### src/rtl/ft232h_pkg.sv
// Shared types and constants for the FT232H synchronous FIFO bus scheduler.
package ft232h_pkg;

    typedef enum logic [2:0] {
        IDLE,
        GRANT_RX,
        GRANT_TX,
        DRAIN,
        TURN
    } sched_state_t;

    typedef enum logic {
        DIR_RX,
        DIR_TX
    } dir_t;

    localparam int BEAT_CNT_W = 16;

    // Width of a counter that must hold 0..max_val; never narrower than one bit.
    function automatic int unsigned cnt_width(input int unsigned max_val);
        int unsigned w;
        w = $clog2(max_val + 1);
        return (w == 0) ? 1 : w;
    endfunction

endpackage

### src/rtl/ft232h_bus_scheduler.sv
// Half-duplex bus-ownership scheduler for the FT232H FIFO port: round-robin on contention,
// per-direction burst quotas, and an idle turnaround gap between grants.
module ft232h_bus_scheduler
    import ft232h_pkg::*;
#(
    parameter int unsigned RX_BURST_MAX      = 64,
    parameter int unsigned TX_BURST_MAX      = 64,
    parameter int unsigned TURNAROUND_CYCLES = 2
) (
    input  logic        usb_clk_i,
    input  logic        reset_n_i,
    input  logic        enable_i,
    input  logic        rx_ready_i,
    input  logic        receiving_i,
    input  logic        tx_ready_i,
    input  logic        sending_i,
    output logic        receive_o,
    output logic        send_o,
    output logic        busy_o,
    output logic [15:0] rx_beats_o,
    output logic [15:0] tx_beats_o
);

    localparam int unsigned BURST_MAX_ALL = (RX_BURST_MAX > TX_BURST_MAX) ? RX_BURST_MAX : TX_BURST_MAX;
    localparam int unsigned BURST_W       = cnt_width(BURST_MAX_ALL);
    localparam int unsigned TURN_W        = cnt_width(TURNAROUND_CYCLES);

    localparam logic [BURST_W-1:0] RX_QUOTA  = BURST_W'(RX_BURST_MAX);
    localparam logic [BURST_W-1:0] TX_QUOTA  = BURST_W'(TX_BURST_MAX);
    localparam logic [TURN_W-1:0]  TURN_LOAD =
        TURN_W'((TURNAROUND_CYCLES == 0) ? 0 : TURNAROUND_CYCLES - 1);

    sched_state_t          state_q, state_d;
    dir_t                  last_q, last_d;
    dir_t                  grant_dir;
    logic [BURST_W-1:0]    burst_cnt_q, burst_cnt_d;
    logic [TURN_W-1:0]     turn_cnt_q, turn_cnt_d;
    logic                  receive_q, receive_d;
    logic                  send_q, send_d;
    logic                  busy_q, busy_d;
    logic [BEAT_CNT_W-1:0] rx_beats_q, rx_beats_d;
    logic [BEAT_CNT_W-1:0] tx_beats_q, tx_beats_d;

    logic rx_quota_full;
    logic tx_quota_full;
    logic engines_idle;

    // A zero quota means unlimited, so the count never reaches a "full" value.
    assign rx_quota_full = (RX_BURST_MAX != 0) && (burst_cnt_q == RX_QUOTA);
    assign tx_quota_full = (TX_BURST_MAX != 0) && (burst_cnt_q == TX_QUOTA);
    assign engines_idle  = !receiving_i && !sending_i;

    // NOTE: every signal written here gets a default first, so no path can infer a latch.
    always_comb begin
        state_d     = state_q;
        last_d      = last_q;
        burst_cnt_d = burst_cnt_q;
        turn_cnt_d  = turn_cnt_q;
        grant_dir   = DIR_RX;
        rx_beats_d  = rx_beats_q + BEAT_CNT_W'(receiving_i);
        tx_beats_d  = tx_beats_q + BEAT_CNT_W'(sending_i);

        case (state_q)
            IDLE: begin
                if (rx_ready_i && tx_ready_i) begin
                    grant_dir = (last_q == DIR_TX) ? DIR_RX : DIR_TX;
                end else if (tx_ready_i) begin
                    grant_dir = DIR_TX;
                end
                // Never hand out the bus while either engine still drives it.
                if (enable_i && engines_idle && (rx_ready_i || tx_ready_i)) begin
                    state_d     = (grant_dir == DIR_RX) ? GRANT_RX : GRANT_TX;
                    last_d      = grant_dir;
                    burst_cnt_d = '0;
                end
            end

            GRANT_RX: begin
                if (receiving_i && (RX_BURST_MAX != 0) && !rx_quota_full) begin
                    burst_cnt_d = burst_cnt_q + 1'b1;
                end
                if ((!rx_ready_i && !receiving_i) || (rx_quota_full && tx_ready_i) || !enable_i) begin
                    state_d = DRAIN;
                end
            end

            GRANT_TX: begin
                if (sending_i && (TX_BURST_MAX != 0) && !tx_quota_full) begin
                    burst_cnt_d = burst_cnt_q + 1'b1;
                end
                if ((!tx_ready_i && !sending_i) || (tx_quota_full && rx_ready_i) || !enable_i) begin
                    state_d = DRAIN;
                end
            end

            DRAIN: begin
                if (engines_idle) begin
                    if (TURNAROUND_CYCLES > 0) begin
                        state_d    = TURN;
                        turn_cnt_d = TURN_LOAD;
                    end else begin
                        state_d = IDLE;
                    end
                end
            end

            TURN: begin
                if (turn_cnt_q == '0) begin
                    state_d = IDLE;
                end else begin
                    turn_cnt_d = turn_cnt_q - 1'b1;
                end
            end

            default: state_d = IDLE;
        endcase

        // Outputs are registered copies of the next state, so a grant appears one edge after the decision.
        receive_d = (state_d == GRANT_RX);
        send_d    = (state_d == GRANT_TX);
        busy_d    = (state_d != IDLE);
    end

    // NOTE: sequential state uses non-blocking assignments only; the async reset clears every flop,
    // so a reset mid-transfer drops both grants without waiting for a clock edge.
    always_ff @(posedge usb_clk_i or negedge reset_n_i) begin
        if (!reset_n_i) begin
            state_q     <= IDLE;
            last_q      <= DIR_TX;
            burst_cnt_q <= '0;
            turn_cnt_q  <= '0;
            receive_q   <= 1'b0;
            send_q      <= 1'b0;
            busy_q      <= 1'b0;
            rx_beats_q  <= '0;
            tx_beats_q  <= '0;
        end else begin
            state_q     <= state_d;
            last_q      <= last_d;
            burst_cnt_q <= burst_cnt_d;
            turn_cnt_q  <= turn_cnt_d;
            receive_q   <= receive_d;
            send_q      <= send_d;
            busy_q      <= busy_d;
            rx_beats_q  <= rx_beats_d;
            tx_beats_q  <= tx_beats_d;
        end
    end

    assign receive_o  = receive_q;
    assign send_o     = send_q;
    assign busy_o     = busy_q;
    assign rx_beats_o = rx_beats_q;
    assign tx_beats_o = tx_beats_q;

endmodule
### config.mk
export PLATFORM = sky130hd
export DESIGN_NAME = ft232h_bus_scheduler
export DESIGN_NICKNAME = d
export VERILOG_FILES = /design/src/rtl/ft232h_pkg.sv /design/src/rtl/ft232h_bus_scheduler.sv
export SDC_FILE = /design/constraint.sdc
export NUM_CORES = 1
export LEC_CHECK = 0
export ABC_CLOCK_PERIOD_IN_PS = 2000
export BUFFER_PORTS_ARGS = -buffer_cell sky130_fd_sc_hd__buf_2
export CAP_MARGIN = 40
export CORE_MARGIN = 1
export CORE_UTILIZATION = 30
export DETAILED_ROUTE_END_ITERATION = 10
export PLACE_DENSITY = 0.52
export SYNTH_ARGS = -nofsm -noshare
export SYNTH_HDL_FRONTEND = slang
export SYNTH_SLANG_ARGS = --single-unit
### constraint.sdc
create_clock -name usb_clk_i -period 2 [get_ports usb_clk_i]
set_clock_uncertainty 0.1 [all_clocks]
set_input_delay 0.4 -clock usb_clk_i [delete_from_list [all_inputs] [get_ports usb_clk_i]]
set_output_delay 0.4 -clock usb_clk_i [all_outputs]
set_load 0.005 [all_outputs]
==> summary.md <==
| Metric | Value |
|---|---|
| Status | `finished, final reports clean` |
| Most frequent cell after synthesis | `dfrtp_1` |
| Clock transition at path regs | `0.09 ns` |
| Mean Syn Cell Area | `10.9 sq um` |
| Top Ports | `42` |
| Worst Setup End Kind | `flip-flop` |
| Yosys Warn Count | `0` |
| Max Clk Rate | `578 MHz` |
| DRT antenna net count | `0` |
| Placement-stage cell area | `0.00266 sq mm` |
| Tcrit/Tclk final | `0.866` |
| Root buffer cell | `clkbuf_8` |
| Layout overhead on the synthesized area | `19.3%` |
| Proportion of netlist area held by the largest area contributor | `0.508` |
| PortBufs | `41` |
| Drt total wl | `4.44 mm` |
| Leak Pwr | `1.36 nW` |
| Worst-path maximum fanout | `4` |
| Seq/Total Area, Yosys | `0.519` |
| H-Tree Depth | `2` |
| Starting density of the core | `0.314` |
| Buf/Inv on CP | `1` |
| EDFF count, synth | `0` |
| Vias in the first global route | `1673` |
| CP max stage delay | `0.38 ns` |
| DP Wirelength | `3.41 mm` |
| Antenna violations before repair | `0` |
| Clock tree from TritonCTS | `built` |
| Critical path's top delay family | `simple AND/OR/NAND/NOR gates` |
| MaxCap Viol Count | `0` |
| Gr usage total | `0.121` |
| Worst Path Required | `2.10 ns` |
| Sequential fraction of design power | `0.503` |
| Total die area | `0.00807 sq mm` |
| Nets@finish | `276` |
| Cell Chain, Critical Path | `inv_1 -> ha_1 -> and4bb_2 -> a31oi_1 -> o21ai_0 -> nor4_2` |
| Latest clock arrival within the worst-skew pair | `0.30 ns` |
| Startpoint types | `flip-flop` |
| Psw | `1.10 mW` |
| Area of the core | `0.00737 sq mm` |
| CTS sink count | `48` |
| Drt wl/cell | `12.3 microns` |
| Yosys reg bits | `48` |
| First-pass GRT wire length | `7.90 mm` |
| Crit-path slowest cell | `dfrtp_1` |
| Fin area | `0.00276 sq mm` |
| Pwr dens | `1120 mW/mm^2` |
| Drt initial violations | `46` |
| Final setup TNS | `0 ns` |
| Crit Path Category | `reg2reg` |
| Worst Tran Pin Value | `0.440 ns` |
| Most area-hungry cell type in the Yosys netlist | `dfrtp_1` |
| Pre-antenna DRT Iters | `4` |
| # diodes | `0` |
| Top_reg_cell synth | `dfrtp_1` |
| GRT overflow | `0` |
| Largest net degree at the start of global routing | `22` |
| Final Hold Violating Endpoints | `0` |
| Switching part of the total | `0.357` |
| Number of setup violations in the final report | `0` |
| Die H | `89.9 microns` |
| Main area contributors after synthesis | `dfrtp_1 51%, xnor2_1 7.2%, xor2_1 4.5%` |
| RePlAce Congestion | `0.770` |
| Netlist Area Pre-Place | `0.00232 sq mm` |
| Clock buffer depth | `2` |
| # rows | `31` |
| Part of the power in combinational logic | `0.300` |
| RSZ-0062 raised after global routing | `no` |
| Vias | `1701` |
| Syn nets | `226` |
| Tmin final | `1.73 ns` |
| Pint | `1.99 mW` |
| TritonCTS Buffers | `5` |
| HP Class | `in2reg` |
| Via density | `4.70` |
| IR drop worst, VDD | `0.718 mV` |
| Commonest cells in the synthesized netlist | `47 x dfrtp_1, 21 x nand2_1, 19 x xnor2_1` |
| Yosys cell types | `44` |
| Layout cells sized above 1 | `0.251` |
| # DRC | `0` |
| Die X | `89.9 microns` |
| Mapped Cells | `212` |
| CP Data Arrival Time | `1.83 ns` |
| Max Slew Vio Count | `0` |
| Asr flop ratio synth | `1.00` |
| Relative slew slack | `0.707` |
| Clock share of power | `0.197` |
-- cell type report --
cell class | instances | area (sq um)
clock buffers | 6 | 82.6
clock inverters | 2 | 13.8
fillers | 742 | 4610
inverters | 11 | 41.3
multi-input cells | 150 | 1040
flip-flops and latches | 48 | 1200
well taps | 99 | 124
repair buffers | 46 | 258
-- cells by family after synthesis --
family / synth area share
AOI/OAI and AO/OA: 0.0670
xor gates and xnor gates: 0.117
adders and majority gates: 0.0378
buffers and inverters: 0.0308
DFF: 0.519
muxes: 0.00432
and+or+nand+nor: 0.224
-- repair_timing --
item,CTS,global route
gates resized for setup,0,0
hold endpoints to repair,16,0
hold buffers,1,0
setup buffers,0,0
-- metal layers --
| metal | global-route usage | share of wire | up-vias |
|---|---|---|---|
| met3 | 0.0321 | 0.050 | 4 |
| met4 | 0.0242 | 0.0043 | 0 |
| met2 | 0.195 | 0.47 | 39 |
| li1 | - | - | 843 |
| met1 | 0.163 | 0.48 | 815 |
| met5 | 0 | 0 | - |
-- power groups by stage --
| stage | sequential, mW | clock, mW | combinational (mW) |
|---|---|---|---|
| after floorplan | 1.47 | 0 | 0.706 |
| final | 1.56 | 0.610 | 0.927 |
| after global routing | 1.61 | 0.686 | 1.06 |
| after global placement | 1.57 | 0 | 0.936 |
| after detailed placement | 1.58 | 0 | 0.948 |
| after CTS | 1.56 | 0.639 | 0.950 |
-- cells in the final DEF, fill, tap and decap left out, drive strengths merged, types with 4 or more instances in the layout --
cell     n
nand4    8
clkbuf   6
a21oi    4
xor2    12
a31oi    4
o21ai    7
nand2   21
buf     45
ha       7
dfrtp   47
nand3   15
xnor2   19
inv     12
and3     8
nor2    15
-- flip-flops by register name, summed over array words and instances (netlist names) --
signal / flops
rx_beats_o: 16
tx_beats_o: 16
send_o: 1
state_q: 3
turn_cnt_q: 2
burst_cnt_q: 7
last_q: 1
busy_o: 1
receive_o: 1
-- worst register-to-register path, stage by stage (launching register included) --
cell and delay, ns:
dfrtp_1 0.38, inv_1 0.09, ha_1 0.20, and4bb_2 0.26, a31oi_1 0.19, o21ai_0 0.14, nor4_2 0.28
-- path summary, 6_finish.rpt --
check / end / depth (start not counted) / slack [ns] / start
worst min-delay path: last_q / 3 / 0.30 / tx_ready_i
max in group asynchronous: last_q / 3 / 0.74 / reset_n_i
worst max register to register: receive_o / 6 / 0.27 / burst_cnt_q[0]
min in group asynchronous: rx_beats_o[5] / 2 / 0.47 / reset_n_i
worst max-delay path: receive_o / 6 / 0.27 / burst_cnt_q[0]
worst min register to register: tx_beats_o[15] / 1 / 0.37 / tx_beats_o[15]
-- per-stage QoR --
stage | util | hold WS, ns | worst slack, ns | total power [mW] | cells
detailed placement | 0.361 | 0.275 | 0.178 | 2.53 | 353
finish | 0.375 | 0.298 | 0.269 | 3.09 | 362
floorplan | - | 0.00441 | 0.469 | 2.17 | 212
CTS | 0.375 | 0.292 | 0.218 | 3.15 | 362
global route | 0.375 | 0.324 | 0.136 | 3.35 | 362
global placement | 0.361 | 0.266 | 0.217 | 2.51 | 353
Power figures use the tool's default switching activity.
